File: config.mk
export PLATFORM = sky130hd
export DESIGN_NAME = int_to_fp_seq
export DESIGN_NICKNAME = d
export VERILOG_FILES = /design/src/rtl/int_to_fp_seq_pkg.sv /design/src/rtl/int_to_fp_seq.sv
export SDC_FILE = /design/constraint.sdc
export NUM_CORES = 1
export LEC_CHECK = 0
export BUFFER_PORTS_ARGS = -buffer_cell sky130_fd_sc_hd__buf_2
export CORE_MARGIN = 2
export CORE_UTILIZATION = 30
export CTS_BUF_LIST = sky130_fd_sc_hd__clkbuf_2 sky130_fd_sc_hd__clkbuf_4 sky130_fd_sc_hd__clkbuf_8
export DETAILED_ROUTE_END_ITERATION = 6
export MAX_ROUTING_LAYER = met4
export PLACE_DENSITY_LB_ADDON = 0.15
export RECOVER_POWER = 25
export SYNTH_ARGS = -nofsm -noshare
export SYNTH_HDL_FRONTEND = slang
export SYNTH_SLANG_ARGS = --single-unit
File: constraint.sdc
create_clock -name clk -period 4.6 [get_ports clk]
set_input_delay 0.92 -clock clk [delete_from_list [all_inputs] [get_ports clk]]
set_output_delay 0.92 -clock clk [all_outputs]
set_load 0.02 [all_outputs]
File: src/rtl/int_to_fp_seq_pkg.sv
// Format constants for the 8-bit integer <-> 13-bit {sign, exp, frac} fp pair,
// shared by int_to_fp_seq and fp_to_int.
package int_to_fp_seq_pkg;

  localparam int FP_W     = 13;
  localparam int EXP_W    = 4;
  localparam int FRAC_W   = 8;
  localparam int INT_W    = 8;

  localparam int SIGN_BIT = 12;
  localparam int EXP_MSB  = 11;
  localparam int EXP_LSB  = 8;
  localparam int FRAC_MSB = 7;
  localparam int FRAC_LSB = 0;

  localparam logic [FP_W-1:0]  FP_ZERO  = 13'h0000;
  localparam logic [EXP_W-1:0] EXP_INIT = 4'd8;

endpackage

File: src/rtl/int_to_fp_seq.sv
// Sequential signed 8-bit integer to {sign, exp[3:0], frac[7:0]} converter.
// Normalizes one left shift per clock under a start/ready/done_tick handshake.
module int_to_fp_seq
  import int_to_fp_seq_pkg::*;
(
  input  logic              clk,
  input  logic              reset_n,
  input  logic              start,
  input  logic [INT_W-1:0]  int_in,
  output logic              ready,
  output logic              done_tick,
  output logic [FP_W-1:0]   fp_out
);

  typedef enum logic [1:0] {
    IDLE = 2'd0,
    NORM = 2'd1,
    DONE = 2'd2
  } state_t;

  state_t state, state_nxt;

  logic signed [INT_W-1:0]  int_s;
  logic                     sign_r;
  logic [FRAC_W-1:0]        mag_r;
  logic [EXP_W-1:0]         exp_r;
  logic                     capture;
  logic                     shift;
  logic                     finish;

  // -128 maps to 8'h80, which is exactly representable as an unsigned magnitude.
  function automatic logic [INT_W-1:0] abs_mag(input logic signed [INT_W-1:0] v);
    logic [INT_W-1:0] u;
    u = v;
    abs_mag = v[INT_W-1] ? (~u + 1'b1) : u;
  endfunction

  assign int_s = int_in;

  always_comb begin
    state_nxt = state;
    ready     = 1'b0;
    done_tick = 1'b0;
    capture   = 1'b0;
    shift     = 1'b0;
    finish    = 1'b0;
    case (state)
      IDLE: begin
        ready = 1'b1;
        if (start) begin
          capture   = 1'b1;
          state_nxt = NORM;
        end
      end
      NORM: begin
        if (mag_r[FRAC_W-1] || (mag_r == '0)) begin
          finish    = 1'b1;
          state_nxt = DONE;
        end else begin
          shift = 1'b1;
        end
      end
      DONE: begin
        done_tick = 1'b1;
        state_nxt = IDLE;
      end
      default: state_nxt = IDLE;
    endcase
  end

  // Control and result register: reset aborts any conversion in flight.
  always_ff @(posedge clk) begin
    if (!reset_n) begin
      state  <= IDLE;
      fp_out <= FP_ZERO;
    end else begin
      state <= state_nxt;
      if (finish)
        fp_out <= (mag_r == '0) ? FP_ZERO : {sign_r, exp_r, mag_r};
    end
  end

  // Datapath: only meaningful while a conversion is in progress, so no reset.
  always_ff @(posedge clk) begin
    if (capture) begin
      sign_r <= int_s[INT_W-1];
      mag_r  <= abs_mag(int_s);
      exp_r  <= EXP_INIT;
    end else if (shift) begin
      mag_r <= {mag_r[FRAC_W-2:0], 1'b0};
      exp_r <= exp_r - 1'b1;
    end
  end

endmodule

== Word-level counts from Yosys, hierarchy flattened ==
Index checks and enable logic that the tools add are counted.

* Add/sub/neg operators: 2
* Equal/unequal tests: 4
* Bitwise gates (word level): 1
* Muxes and demuxes: 15
* Reductions and logical operators: 5

{| class="wikitable"
|+ Operator list
! kind !! number
|-
| 8-bit two-way mux || 3
|-
| 13-bit two-way mux || 1
|-
| 8-bit by 1-bit adder with 8-bit output (second input constant) || 1
|-
| 8-bit logical NOT || 1
|-
| 1-bit two-way mux || 8
|-
| 8-bit NOT || 1
|-
| 2-bit two-way mux || 2
|-
| 2-bit inequality test (second input constant) || 2
|-
| 2-bit case mux with 2 select lines || 1
|-
| 4-bit by 1-bit subtractor with 4-bit output (second input constant) || 1
|-
| 2-bit by 1-bit == test with 1-bit output (second input constant) || 1
|-
| 2-bit == test (second input constant) || 1
|-
| 2-bit logical NOT || 1
|-
| 2-bit AND reduction || 1
|-
| 2-bit nonzero test || 1
|-
| 1-bit logical OR || 1
|}

* Output and inout port bits: 15
* Bits in registers: 28
* Input bits: 11
* Logic and storage cells: 32

== Longest topological paths before layout ==
* Depth in word-level cells: 6
* Mapped depth: 6
* Mapped depth without buffers: 6

== Least setup slack after synthesis ==
No wires, ideal clock.

* Kind: input port to flip-flop
* From: in int_in[0]
* To: reg mag_r[6], data pin
* Setup time: 0.266 ns
* Data arrival time: 1.926 ns
* Buffers on the path: 0
* Required time: 4.334 ns
* Cell stages on the path: 6
* Setup slack: 2.409 ns
* Cell sequence: inv_1 > ha_1 > or3b_1 > o31ai_1 > xor2_1 > o21ai_1

* Cells in the longest elaborated chain, start to end: 4

{| class="wikitable"
|+ Ends and longest elaborated chain
! item !! line !! text
|-
| start: declaration || int_to_fp_seq.sv:9 || <nowiki>input logic [INT_W-1:0] int_in,</nowiki>
|-
| 8-bit NOT || int_to_fp_seq.sv:35 || <nowiki>abs_mag = v[INT_W-1] ? (~u + 1'b1) : u;</nowiki>
|-
| 8-bit by 1-bit adder with 8-bit output || int_to_fp_seq.sv:35 ||
|-
| 8-bit two-way mux || int_to_fp_seq.sv:35 ||
|-
| 8-bit two-way mux || int_to_fp_seq.sv:85 || <nowiki>if (capture) begin</nowiki>
|-
| end signal: assignment || int_to_fp_seq.sv:87 || <nowiki>mag_r <= abs_mag(int_s);</nowiki>
|-
| end signal: assignment || int_to_fp_seq.sv:90 || <nowiki>mag_r <= {mag_r[FRAC_W-2:0], 1'b0};</nowiki>
|-
| end: declaration || int_to_fp_seq.sv:25 || <nowiki>logic [FRAC_W-1:0] mag_r;</nowiki>
|}

No other way between the ends.
A chain may end at the register's enable or synchronous reset.

== Worst setup path in the final report ==
Ends and elaborated chain as after synthesis.

==> results.md <==
- The flow ran to the end, and the final reports show no timing, DRC or antenna violations.
- The minimum clock period after layout is between 2 and 2.5 ns.
- The longest clock path from root to sink contains 2 buffers.
- The final critical-path share of the clock period is 45.82%.
- Of the cells placed in the final design, the portion with a size suffix greater than 1 is between 10% and 20%.
- The total number of vias is a little under 1k.
- In the routed design, unresolved DRC markers number 0.
- The number of nets produced by synthesis is 150.
- The synthesized design devotes to its leading area cell type 30.46% of total area.
- Max-cap violations in this run came to 0.
- Power spread over the standard cell area amounts to 404.8 nW/um^2.
- By area, the combinational part of the netlist is dominated by simple AND/OR/NAND/NOR gates.
- The worst vdd rail ir drop is between 0.1 and 0.15 mV.
- The synthesized-area fraction occupied by ao, oa, aoi and oai cells is between 10% and 20%.
- The number of hold violations in the final report is 0.
- The area after detailed placement is 1414 sq um.
- By count the netlist is led by 34 x sky130_fd_sc_hd__nand2_1, 19 x sky130_fd_sc_hd__dfxtp_1, 16 x sky130_fd_sc_hd__o21ai_0.
- The total CTS buffers is 3.
- Yosys mapped a number of flops with a built-in enable equal to 9.
- The worst path meets setup with approximately 2.5 ns of slack.
- The most used flip-flop cell after synthesis is sky130_fd_sc_hd__dfxtp_1.
- The post-synthesis to final-layout area growth is 17.13%.
- Summed over all cells, the static leakage comes to 0.5879 nW.
- After clock tree synthesis, the clock-pin slew on the worst setup and hold paths is 0.10 ns.
- The floorplan has 23 rows.
- The total wirelength of the detailed-routed design is 2.432 mm.
- The leading cell type by number of instances after synthesis is sky130_fd_sc_hd__nand2_1.
- The unique cell type count in the Yosys netlist is 33.
- The violation count after the first detailed-routing iteration is approximately 50.
- The floorplan step set the die width to roughly 70 um.
- The via count of the first global-routing pass is ~900.
- The count of warnings emitted by yosys is 0.
- The clock tree skew after final layout is slightly below 0.002 ns.
- Once the floorplan was initialized, standard cells occupied a little under a third of the core.
- The end of the worst register-to-register path is fp_out[2].
- The number of top-level design ports is 26.
- The worst setup path is captured at a flip-flop.
- The parity-gate share of the synthesized area counting xor and xnor cells is between 3 and 4%.
- In this run the worst path has a maximum fanout of 2.
- The number of levels in the clock H-tree is 1.
- STA puts the critical path data required time at approximately 4.6 ns.
- Counting flops with an async set or reset pin after synthesis yields a share of 0%.
- Summed over all nets, the half-perimeter wirelength after detailed placement is between 1.5 and 2 mm.
- The number of standard cells after synthesis is approximately 140.
- The source of the worst register-to-register timing path is mag_r[2].
- The pre-CTS setup slack is between 2 and 2.5 ns.
- The detail-routed net length per standard cell is roughly 12 um.
- After synthesis, flip-flops and latches occupy a little over half of the total area.
- After global routing the overflow that remains totals 0.
- The die is just under 70 um tall.
- Ranked by total cell area, the synthesized netlist is headed by sky130_fd_sc_hd__dfxtp_1 30%, sky130_fd_sc_hd__edfxtp_1 22%, sky130_fd_sc_hd__nand2_1 10%, sky130_fd_sc_hd__o21ai_0 6.4%, sky130_fd_sc_hd__xor2_1 2.8%.
- Hold is met by between 0.4 and 0.5 ns.
- The worst setup path is launched from a primary input.
- The number of buffers inserted to repair setup after CTS is 0.
- Summed over all failing endpoints, the final setup total negative slack is 0 ns.
- After synthesis the cells add up to 1249 sq um.
- The synthesized netlist devotes approximately 2% of its cell area to adder and majority cells.
- The worst slew margin relative to its limit is between 50% and 60%.
- TritonCTS built the clock tree.
- CTS saw 28 sinks.
- STA puts the critical path data arrival time at ~2.1 ns.
- The worst hold path begins at fp_out[6].
- The number of port buffers is 25.
- Synthesis inferred 28 register bits.
- After detailed routing, the number of vias per cell comes to between 4 and 5.
- The library cell used as clock root buffer is sky130_fd_sc_hd__clkbuf_8.
- The number of setup violations in the final report is 0.
- Once layout is done, the placed cells without fillers occupy around 1500 sq um.
- After synthesis, the mean cell area works out to approximately 9 sq um.
- The first detailed-routing pass ran for 4 iterations.
- The die covers 4694 sq um.
- The global-route wire length before repair is about 4.2 mm.
- The floorplan step defined a core boundary enclosing 4000 sq um.
- The number of pins exceeding their max-slew limit in the final report was 0.
- At the pin with the least slew margin, the transition time is ~0.65 ns.
- The cell type with the highest aggregate area in the netlist is sky130_fd_sc_hd__dfxtp_1.
- The number of gates resized after CTS is 0.
- Setup repair after global routing left no endpoint under its margin.
- The initial antenna violation count came to 0.
- The congestion estimate from routability-driven global placement came to 0.7174.
- After synthesis, the share of cell area in mux cells is 1.603%.
- The clock latency on the worst-skew pair is approximately 0.27 ns.
- The count of nets left with antenna violations once routing finished came out at 0.
- The number of hold buffers added after CTS was 0.
- The critical path class is primary input to flip-flop.
- The overall routing resource usage is about an eighth.
- The setup slack on the worst flop-to-flop path is between 2 and 3 ns.
- For hold timing, the worst endpoint is fp_out[6].
- The number of antenna diodes is 0.
- The fmax is around 0.47 GHz.
- The final net count is between 150 and 200.
- The depth of the worst register-to-register path is 4.
- The tightest min-delay check is of the flip-flop to flip-flop type.
- Of the total synthesized cell area, the portion taken by AND, OR, NAND and NOR gates is between 20% and 30%.
- The utilization after layout is between 30% and 40%.
- Counting instances, the worst hold path has a depth of 2.
- The maximum number of pins on one net before global-route repair is 17.
- The filler cells instantiated in the layout total around 420.
critical path, stage by stage:
cell,delay (ns)
sky130_fd_sc_hd__buf_2,0.10
sky130_fd_sc_hd__inv_1,0.08
sky130_fd_sc_hd__ha_1,0.16
sky130_fd_sc_hd__or3b_1,0.37
sky130_fd_sc_hd__o31ai_1,0.26
sky130_fd_sc_hd__xor2_1,0.17
sky130_fd_sc_hd__o21ai_1,0.07
through the flow:
stage	total power [mW]	instances
global placement	0.4083	207
global route	0.6237	211
detailed placement	0.4101	207
finish	0.5920	211
floorplan	0.3789	137
CTS	0.6027	211
worst max-delay path by stage:
stage                   start         to  slack [ns]  cells after the start
floorplan           int_in[0]   mag_r[6]        2.41                      6
global placement    int_in[0]   mag_r[6]        2.25                      7
detailed placement  int_in[0]   mag_r[6]        2.17                      7
CTS                 int_in[0]   mag_r[6]        2.46                      7
global route         mag_r[2]  fp_out[2]        2.31                      4
finish              int_in[0]   mag_r[6]        2.49                      7
layout make-up:
| class | instances | area (sq um) | area share [%] |
|---|---|---|---|
| Timing Repair Buffer | 25 | 117.6 | 8.041 |
| Sequential cell | 28 | 650.6 | 44.48 |
| Clock buffer | 3 | 41.29 | 2.823 |
| Inverter | 5 | 18.77 | 1.283 |
| Multi-Input combinational cell | 99 | 541.8 | 37.04 |
| Tap cell | 50 | 62.56 | 4.277 |
| Clock inverter | 1 | 30.03 | 2.053 |
layer usage:
layer	GRT usage (%)	share of wire, %
met5	-	0
met1	15.24	47
met2	19.47	46
met4	4.500	1.1
met3	2.435	6.0
sequential cells by signal, indices dropped and copies added (netlist names):
name	count
exp_r	4
fp_out	13
mag_r	8
sign_r	1
state	2
power breakdown:
| group | internal [mW] | switching (mW) |
|---|---|---|
| sequential | 0.287 | 0.0216 |
| combinational | 0.0330 | 0.0568 |
| clock | 0.116 | 0.0772 |
| total | 0.436 | 0.156 |
placed cells by master (no fill, tap or decap), drive strengths merged:
cell and count:
nand2 34, dfxtp 19, buf 19, o21ai 19
nor2 9, edfxtp 9, clkbuf 9, inv 5
xor2 4, nor2b 3, a21oi 3, nor3 3
a211oi 3, o31ai 2, mux2i 2, and2 2
a21boi 2, ha 2, or3 2, or3b 1
xnor2 1, nor4 1, nand3 1, nand2b 1
and3 1, and4 1, a31oi 1, o21a 1
bufinv 1
cell families (layout without fill, tap and decap cells):
| group | after synthesis | after routing |
|---|---|---|
| AOI/OAI and AO/OA | 31 | 31 |
| muxes | 2 | 2 |
| DFF | 28 | 28 |
| adders and majority gates | 2 | 2 |
| and+or+nand+nor | 59 | 59 |
| buffers and inverters | 10 | 34 |
| xor gates and xnor gates | 5 | 5 |
Note: power is estimated with default switching activity, not from simulation.
